--- config.mk ---
export PLATFORM = sky130hd
export DESIGN_NAME = tdpr_port_arbiter
export DESIGN_NICKNAME = d
export VERILOG_FILES = /design/src/rtl/tdpr_port_arbiter.sv
export SDC_FILE = /design/constraint.sdc
export NUM_CORES = 1
export LEC_CHECK = 0
export ABC_CLOCK_PERIOD_IN_PS = 11000
export CORE_ASPECT_RATIO = 0.8
export CORE_MARGIN = 5
export CORE_UTILIZATION = 49
export CTS_CLUSTER_DIAMETER = 120
export DETAILED_ROUTE_END_ITERATION = 10
export GPL_ROUTABILITY_DRIVEN = 1
export PLACE_DENSITY_LB_ADDON = 0.08
export SLEW_MARGIN = 20
export SYNTH_ARGS = -nofsm -noshare
export SYNTH_HDL_FRONTEND = slang
export SYNTH_SLANG_ARGS = --single-unit
--- constraint.sdc ---
create_clock -name clk -period 11 [get_ports clk]
set_input_delay 1.65 -clock clk [delete_from_list [all_inputs] [get_ports clk]]
set_output_delay 1.65 -clock clk [all_outputs]
set_load 0.01 [all_outputs]
--- src/rtl/tdpr_port_arbiter.sv ---
// tdpr_port_arbiter
//   Shares one true dual-port RAM (two synchronous ports, 1-cycle read
//   latency) among NUM_REQ requesters. After reset, the block zero-fills the
//   RAM two words per cycle. It then grants up to two requests per cycle in
//   round-robin order, one per RAM port. Read data is routed back to the
//   requester that issued the read.
//   Optional build macro: TDPR_ARB_STATS_EN adds the stat_grants and
//   stat_collisions counters and ports.

module tdpr_port_arbiter #(
  parameter int ADDR_SIZE = 8,
  parameter int DATA_SIZE = 8,
  parameter int NUM_REQ   = 4
) (
  input  logic                           clk,
  input  logic                           rst_n,
  input  logic [NUM_REQ-1:0]             req,
  input  logic [NUM_REQ-1:0]             req_we,
  input  logic [NUM_REQ*ADDR_SIZE-1:0]   req_addr,
  input  logic [NUM_REQ*DATA_SIZE-1:0]   req_wdata,
  output logic [NUM_REQ-1:0]             gnt,
  output logic [NUM_REQ-1:0]             rvalid,
  output logic [NUM_REQ*DATA_SIZE-1:0]   rdata,
  output logic                           init_done,
  output logic                           en_a,
  output logic                           we_a,
  output logic [ADDR_SIZE-1:0]           addr_a,
  output logic [DATA_SIZE-1:0]           din_a,
  input  logic [DATA_SIZE-1:0]           dout_a,
  output logic                           en_b,
  output logic                           we_b,
  output logic [ADDR_SIZE-1:0]           addr_b,
  output logic [DATA_SIZE-1:0]           din_b,
  input  logic [DATA_SIZE-1:0]           dout_b
`ifdef TDPR_ARB_STATS_EN
  ,
  output logic [31:0]                    stat_grants,
  output logic [15:0]                    stat_collisions
`endif
);

  localparam int IDW = (NUM_REQ > 1) ? $clog2(NUM_REQ) : 1;
  // The fill counter indexes word pairs, so it is one bit narrower than an address.
  localparam int CW  = ADDR_SIZE - 1;

  typedef enum logic {ST_INIT, ST_RUN} state_e;

  state_e               state_q, state_d;
  logic [CW-1:0]        cnt_q, cnt_d;
  logic [IDW-1:0]       ptr_q, ptr_d;
  logic                 rd_vld_a_q, rd_vld_a_d;
  logic                 rd_vld_b_q, rd_vld_b_d;
  logic [IDW-1:0]       rd_own_a_q, rd_own_a_d;
  logic [IDW-1:0]       rd_own_b_q, rd_own_b_d;
  logic [DATA_SIZE-1:0] rdata_q [NUM_REQ];
  logic [DATA_SIZE-1:0] rdata_d [NUM_REQ];

  logic [ADDR_SIZE-1:0] addr_arr  [NUM_REQ];
  logic [DATA_SIZE-1:0] wdata_arr [NUM_REQ];

  logic                 run;
  logic                 a_found, b_found;
  logic [IDW-1:0]       a_idx, b_idx;
  logic                 collide;
  logic                 grant_a, grant_b;

  // Returns (base + off) mod NUM_REQ. The caller keeps off below NUM_REQ.
  function automatic logic [IDW-1:0] wrap_idx(input logic [IDW-1:0] base, input int off);
    int s;
    s = int'(base) + off;
    if (s >= NUM_REQ) s = s - NUM_REQ;
    return IDW'(s);
  endfunction

  // Unpack the per-requester address and write-data buses.
  always_comb begin
    for (int i = 0; i < NUM_REQ; i++) begin
      addr_arr[i]  = req_addr[i*ADDR_SIZE +: ADDR_SIZE];
      wdata_arr[i] = req_wdata[i*DATA_SIZE +: DATA_SIZE];
    end
  end

  // Scan requests cyclically from ptr. The first hit takes port A and the
  // second hit takes port B.
  // NOTE: every always_comb output gets a default before any branch, so no
  // path can leave a value unassigned and infer a latch.
  always_comb begin
    a_found = 1'b0;
    b_found = 1'b0;
    a_idx   = '0;
    b_idx   = '0;
    for (int off = 0; off < NUM_REQ; off++) begin
      if (req[wrap_idx(ptr_q, off)]) begin
        if (!a_found) begin
          a_found = 1'b1;
          a_idx   = wrap_idx(ptr_q, off);
        end else if (!b_found) begin
          b_found = 1'b1;
          b_idx   = wrap_idx(ptr_q, off);
        end
      end
    end
  end

  // Collision: both ports use the same address and at least one of them
  // writes. Port B then stays idle for this cycle.
  always_comb begin
    run     = (state_q == ST_RUN);
    collide = run && a_found && b_found &&
              (addr_arr[a_idx] == addr_arr[b_idx]) &&
              (req_we[a_idx] || req_we[b_idx]);
    grant_a = run && a_found;
    grant_b = run && b_found && !collide;
  end

  // Combinational grant vector. This is 0 outside RUN, which includes reset.
  always_comb begin
    gnt = '0;
    if (grant_a) gnt[a_idx] = 1'b1;
    if (grant_b) gnt[b_idx] = 1'b1;
  end

  // Drive the RAM ports. INIT writes zeros to an even/odd word pair each
  // cycle. RUN copies the controls of the requester that owns each port.
  always_comb begin
    en_a   = 1'b0;
    we_a   = 1'b0;
    addr_a = '0;
    din_a  = '0;
    en_b   = 1'b0;
    we_b   = 1'b0;
    addr_b = '0;
    din_b  = '0;
    if (state_q == ST_INIT) begin
      if (rst_n) begin
        en_a   = 1'b1;
        we_a   = 1'b1;
        addr_a = {cnt_q, 1'b0};
        en_b   = 1'b1;
        we_b   = 1'b1;
        addr_b = {cnt_q, 1'b1};
      end
    end else begin
      if (grant_a) begin
        en_a   = 1'b1;
        we_a   = req_we[a_idx];
        addr_a = addr_arr[a_idx];
        din_a  = wdata_arr[a_idx];
      end
      if (grant_b) begin
        en_b   = 1'b1;
        we_b   = req_we[b_idx];
        addr_b = addr_arr[b_idx];
        din_b  = wdata_arr[b_idx];
      end
    end
  end

  // Next-state logic for the FSM, the fill counter and the round-robin pointer.
  always_comb begin
    state_d = state_q;
    cnt_d   = cnt_q;
    ptr_d   = ptr_q;
    case (state_q)
      ST_INIT: begin
        cnt_d = cnt_q + 1'b1;
        if (cnt_q == '1) state_d = ST_RUN;
      end
      ST_RUN: begin
        if (collide)      ptr_d = b_idx;  // the deferred requester leads next cycle
        else if (grant_b) ptr_d = wrap_idx(b_idx, 1);
        else if (grant_a) ptr_d = wrap_idx(a_idx, 1);
      end
      default: state_d = ST_INIT;
    endcase
  end

  // Record which requester owns each read that is now in flight.
  always_comb begin
    rd_vld_a_d = grant_a && !req_we[a_idx];
    rd_own_a_d = a_idx;
    rd_vld_b_d = grant_b && !req_we[b_idx];
    rd_own_b_d = b_idx;
  end

  // Route RAM read data to its owner and hold the last value for everyone else.
  always_comb begin
    for (int r = 0; r < NUM_REQ; r++) begin
      rvalid[r]  = 1'b0;
      rdata_d[r] = rdata_q[r];
      if (rd_vld_a_q && (rd_own_a_q == IDW'(r))) begin
        rvalid[r]  = 1'b1;
        rdata_d[r] = dout_a;
      end
      if (rd_vld_b_q && (rd_own_b_q == IDW'(r))) begin
        rvalid[r]  = 1'b1;
        rdata_d[r] = dout_b;
      end
      rdata[r*DATA_SIZE +: DATA_SIZE] = rdata_d[r];
    end
  end

  assign init_done = (state_q == ST_RUN);

  // State registers. An asynchronous reset abandons in-flight reads and
  // restarts the fill.
  // NOTE: sequential state uses non-blocking assignments only, so every flop
  // samples its pre-edge inputs regardless of block ordering.
  // NOTE: the rdata hold array is a few flops rather than a RAM, so it is
  // reset like any other register.
  always_ff @(posedge clk or negedge rst_n) begin
    if (!rst_n) begin
      state_q    <= ST_INIT;
      cnt_q      <= '0;
      ptr_q      <= '0;
      rd_vld_a_q <= 1'b0;
      rd_vld_b_q <= 1'b0;
      rd_own_a_q <= '0;
      rd_own_b_q <= '0;
      for (int r = 0; r < NUM_REQ; r++) rdata_q[r] <= '0;
    end else begin
      state_q    <= state_d;
      cnt_q      <= cnt_d;
      ptr_q      <= ptr_d;
      rd_vld_a_q <= rd_vld_a_d;
      rd_vld_b_q <= rd_vld_b_d;
      rd_own_a_q <= rd_own_a_d;
      rd_own_b_q <= rd_own_b_d;
      for (int r = 0; r < NUM_REQ; r++) rdata_q[r] <= rdata_d[r];
    end
  end

`ifdef TDPR_ARB_STATS_EN
  logic [31:0] stat_grants_q, stat_grants_d;
  logic [15:0] stat_collisions_q, stat_collisions_d;

  // Grant count wraps. Collision count saturates at all-ones.
  always_comb begin
    stat_grants_d     = stat_grants_q + 32'(grant_a) + 32'(grant_b);
    stat_collisions_d = stat_collisions_q;
    if (collide && (stat_collisions_q != 16'hFFFF)) stat_collisions_d = stat_collisions_q + 16'd1;
  end

  // Statistics registers.
  always_ff @(posedge clk or negedge rst_n) begin
    if (!rst_n) begin
      stat_grants_q     <= '0;
      stat_collisions_q <= '0;
    end else begin
      stat_grants_q     <= stat_grants_d;
      stat_collisions_q <= stat_collisions_d;
    end
  end

  assign stat_grants     = stat_grants_q;
  assign stat_collisions = stat_collisions_q;
`endif

endmodule

==> impl_metrics.env <==
export IMPL_hold_start="cnt_q[0]$_DFFE_PN0N_"
export IMPL_netlist_top_cells_area="dfrtp_1 (27%), mux2i_1 (16%), nand2_1 (6.2%), o21ai_0 (5.0%), mux4_2 (4.6%)"
export IMPL_antenna_found_initial=0
export IMPL_avgSynthCellArea_um2=8.83
export IMPL_setup_viol=0
export IMPL_synthArstFlopShare_pct=100
export IMPL_clock_tree_buffer_depth=2
export IMPL_cts_sinks=48
export IMPL_routed_wl_mm=14.5
export IMPL_clock_fmax_mhz=115
export IMPL_place_gp_congestion=0.922
export IMPL_post_cts_buffers=0
export IMPL_p_switching_uw=136
export IMPL_firstDrtPassIters=5
export IMPL_hp_class="reg2reg"
export IMPL_tns_ns=0
export IMPL_cts_max_level=2
export IMPL_start_util_pct=51.0
export IMPL_yosysUniqueCellTypes=68
export IMPL_core_um2=8600
export IMPL_finClkSkew_ns=0.00875
export IMPL_rsz0062_at_grt="false"
export IMPL_leakage_uw=0.00250
export IMPL_ir_worst_vdd_uv=50.5
export IMPL_dr_total_vias=4520
export IMPL_first_global_vias=4496
export IMPL_clock_root_buffer="clkbuf_8"
export IMPL_clkLatencyLatePin_ns=0.31
export IMPL_synth_top_cell_area_share_pct=27.4
export IMPL_final_nets=727
export IMPL_tritoncts="built"
export IMPL_drtIter0Drc=433
export IMPL_place_detailed_hpwl_mm=10.9
export IMPL_fillers=667
export IMPL_tightest_slew_ns=1.03
export IMPL_seq_area_frac_synth_pct=27.4
export IMPL_end_kind="primary output"
export IMPL_die_h_um=94.6
export IMPL_drive_gt1_share_pct=8.19
export IMPL_startpoint_type="input port"
export IMPL_io_pin_count=167
export IMPL_grt_pass1_wl_mm=23.0
export IMPL_synth_seq_cells=48
export IMPL_syn_inst=497
export IMPL_synth_area_um2=4390
export IMPL_layout_area_seq_um2=1200
export IMPL_ff2ff_path_depth=13
export IMPL_ys_flop_type="dfrtp_1"
export IMPL_viasPerCell=6.05
export IMPL_max_cap_viol_count=0
export IMPL_power_density_nw_per_um2=76.1
export IMPL_seqPwrFrac_pct=39.2
export IMPL_arrival_ns=7.06
export IMPL_cts_made_buffers=5
export IMPL_required_ns=9.35
export IMPL_r2r_start="ptr_q[0]$_DFFE_PN0P_"
export IMPL_wire_per_inst_um=19.4
export IMPL_hold_viol_final=0
export IMPL_drc=0
export IMPL_diodes=0
export IMPL_comb_power_share_pct=31.8
export IMPL_syn_num_nets=590
export IMPL_dp_slack_ns=2.43
export IMPL_grt_max_degree=50
export IMPL_intPower_uw=333
export IMPL_crit_fanout=23
export IMPL_period_minus_slack_ns=8.71
export IMPL_reg2reg_slack_ns=6.24
export IMPL_setup_slack_ns=2.29
export IMPL_rr_endpoint="rd_vld_b_q$_DFF_PN0_"
export IMPL_cts_hold_buf=0
export IMPL_row_count=30
export IMPL_die_area_um2=11000
export IMPL_synth_edf_count=0
export IMPL_die_x_um=116
export IMPL_slew_viol_final=0
export IMPL_path_class="in2out"
export IMPL_p_sw_share_pct=29.0
export IMPL_area_delta_synth_final_pct=40.5
export IMPL_multiInputGateArea_um2=2960
export IMPL_hold_end="cnt_q[0]$_DFFE_PN0N_"
export IMPL_grt_total_usage_pct=26.1
export IMPL_clk_pin_slew_worst_paths_ns=0.08
export IMPL_post_route_period_util_pct=79.2
export IMPL_hold_path_depth=1
export IMPL_portBuffers=166
export IMPL_synth_top_area_cell="dfrtp_1"
export IMPL_gr_total_overflow=0
export IMPL_clkPwrFrac_pct=28.9
export IMPL_drt_antenna_violating_nets=0
export IMPL_yosysWarnings=0
export IMPL_maxSlewHeadroom_pct=31.0
export IMPL_cts_resized=0
export IMPL_status="complete, no violations"
placed cells by master (no fill, tap or decap), drive strengths merged, types with 9 or more instances in the layout:
cell             n
and3            13
inv             10
mux4             9
clkdlybuf4s50  165
nor2            15
nand2           74
a22o            10
mux2i           72
dfrtp           48
xnor2            9
and2            12
o21ai           49
a21oi           17
layer usage:
metal	up-vias	track usage [%]	routed length, um
li1	2109	-	-
met4	0	5.31	198
met3	18	8.78	1370
met2	215	39.4	6480
met5	-	0	0
met1	2178	36.6	6450
worst max-delay path: stages:
cell,delay (ns)
clkdlybuf4s50_1,0.87
nor2b_1,0.25
a211oi_1,0.07
a31oi_1,0.24
ha_1,0.27
inv_1,0.06
o211a_2,0.13
o21ai_1,0.37
nand2_2,0.34
inv_2,0.33
mux2_2,0.40
xnor2_1,0.33
nor3_2,0.11
a21oi_2,0.81
a22o_1,0.28
clkdlybuf4s50_1,0.54
power by group through the flow:
stage / combinational, uW / sequential, uW / clock (uW)
global route: 161 / 185 / 147
CTS: 149 / 184 / 137
finish: 149 / 184 / 136
global placement: 147 / 187 / 0
detailed placement: 148 / 188 / 0
floorplan: 79.5 / 187 / 0
registers in the layout, indices dropped and copies added, names as in the netlist:
signal / cells
rd_own_b_q: 2
rd_own_a_q: 2
ptr_q: 2
rd_vld_b_q: 1
rd_vld_a_q: 1
init_done: 1
rdata_q: 32
cnt_q: 7
through the flow:
| stage | power [uW] | utilization, % | area [um2] | std cells | hold WS, ns |
|---|---|---|---|---|---|
| finish | 469 | 71.7 | 6170 | 747 | 0.586 |
| global placement | 334 | 70.3 | 6040 | 739 | 0.568 |
| detailed placement | 336 | 70.3 | 6040 | 739 | 0.566 |
| global route | 493 | 71.7 | 6170 | 747 | 0.606 |
| floorplan | 266 | - | 4390 | 497 | 0.477 |
| CTS | 470 | 71.7 | 6170 | 747 | 0.586 |
area by class of cell:
cell class	count	area share [%]
multi-input combinational	397	48.1
timing repair buffer	172	27.6
sequential	48	19.5
tap	112	2.27
clock buffer	6	1.34
clock inverter	2	0.629
inverter	10	0.609
Yosys cell counts, types with 4 or more instances:
cell type,instances
mux4_2,9
nand2b_1,7
dfrtp_1,48
buf_6,4
xnor2_1,9
clkbuf_1,20
and3_1,13
buf_2,12
nand2_1,73
inv_2,4
nand3_1,6
inv_1,6
a21o_1,5
mux2_2,7
buf_1,5
o21ai_1,5
a211oi_1,4
and2_1,12
nand3b_1,5
nor2b_1,8
mux2i_1,72
o21ai_0,44
nor2_1,15
a21oi_1,16
a32o_1,5
a311oi_1,8
a22o_1,10
cell families (layout without fill, tap and decap cells):
family,after synthesis,in the layout,share of synthesized area (%)
and+or+nand+nor,160,160,18.3
xor gates and xnor gates,11,11,2.20
DFF,48,48,27.4
buffers and inverters,52,190,5.56
AOI/OAI and AO/OA,134,134,22.6
adders and majority gates,4,4,1.11
muxes,88,88,22.8
worst max-delay path by stage:
stage               startpoint        end  slack (ns)  cells after the start
floorplan               req[0]  addr_b[1]        4.30                     17
global placement        req[0]     gnt[2]        2.50                     16
detailed placement      req[0]  addr_b[4]        2.43                     16
CTS                     req[0]  addr_b[3]        2.38                     16
global route            req[0]  addr_b[4]        1.92                     16
finish                  req[0]  addr_b[3]        2.29                     16
Note: power is estimated with default switching activity, not from simulation.
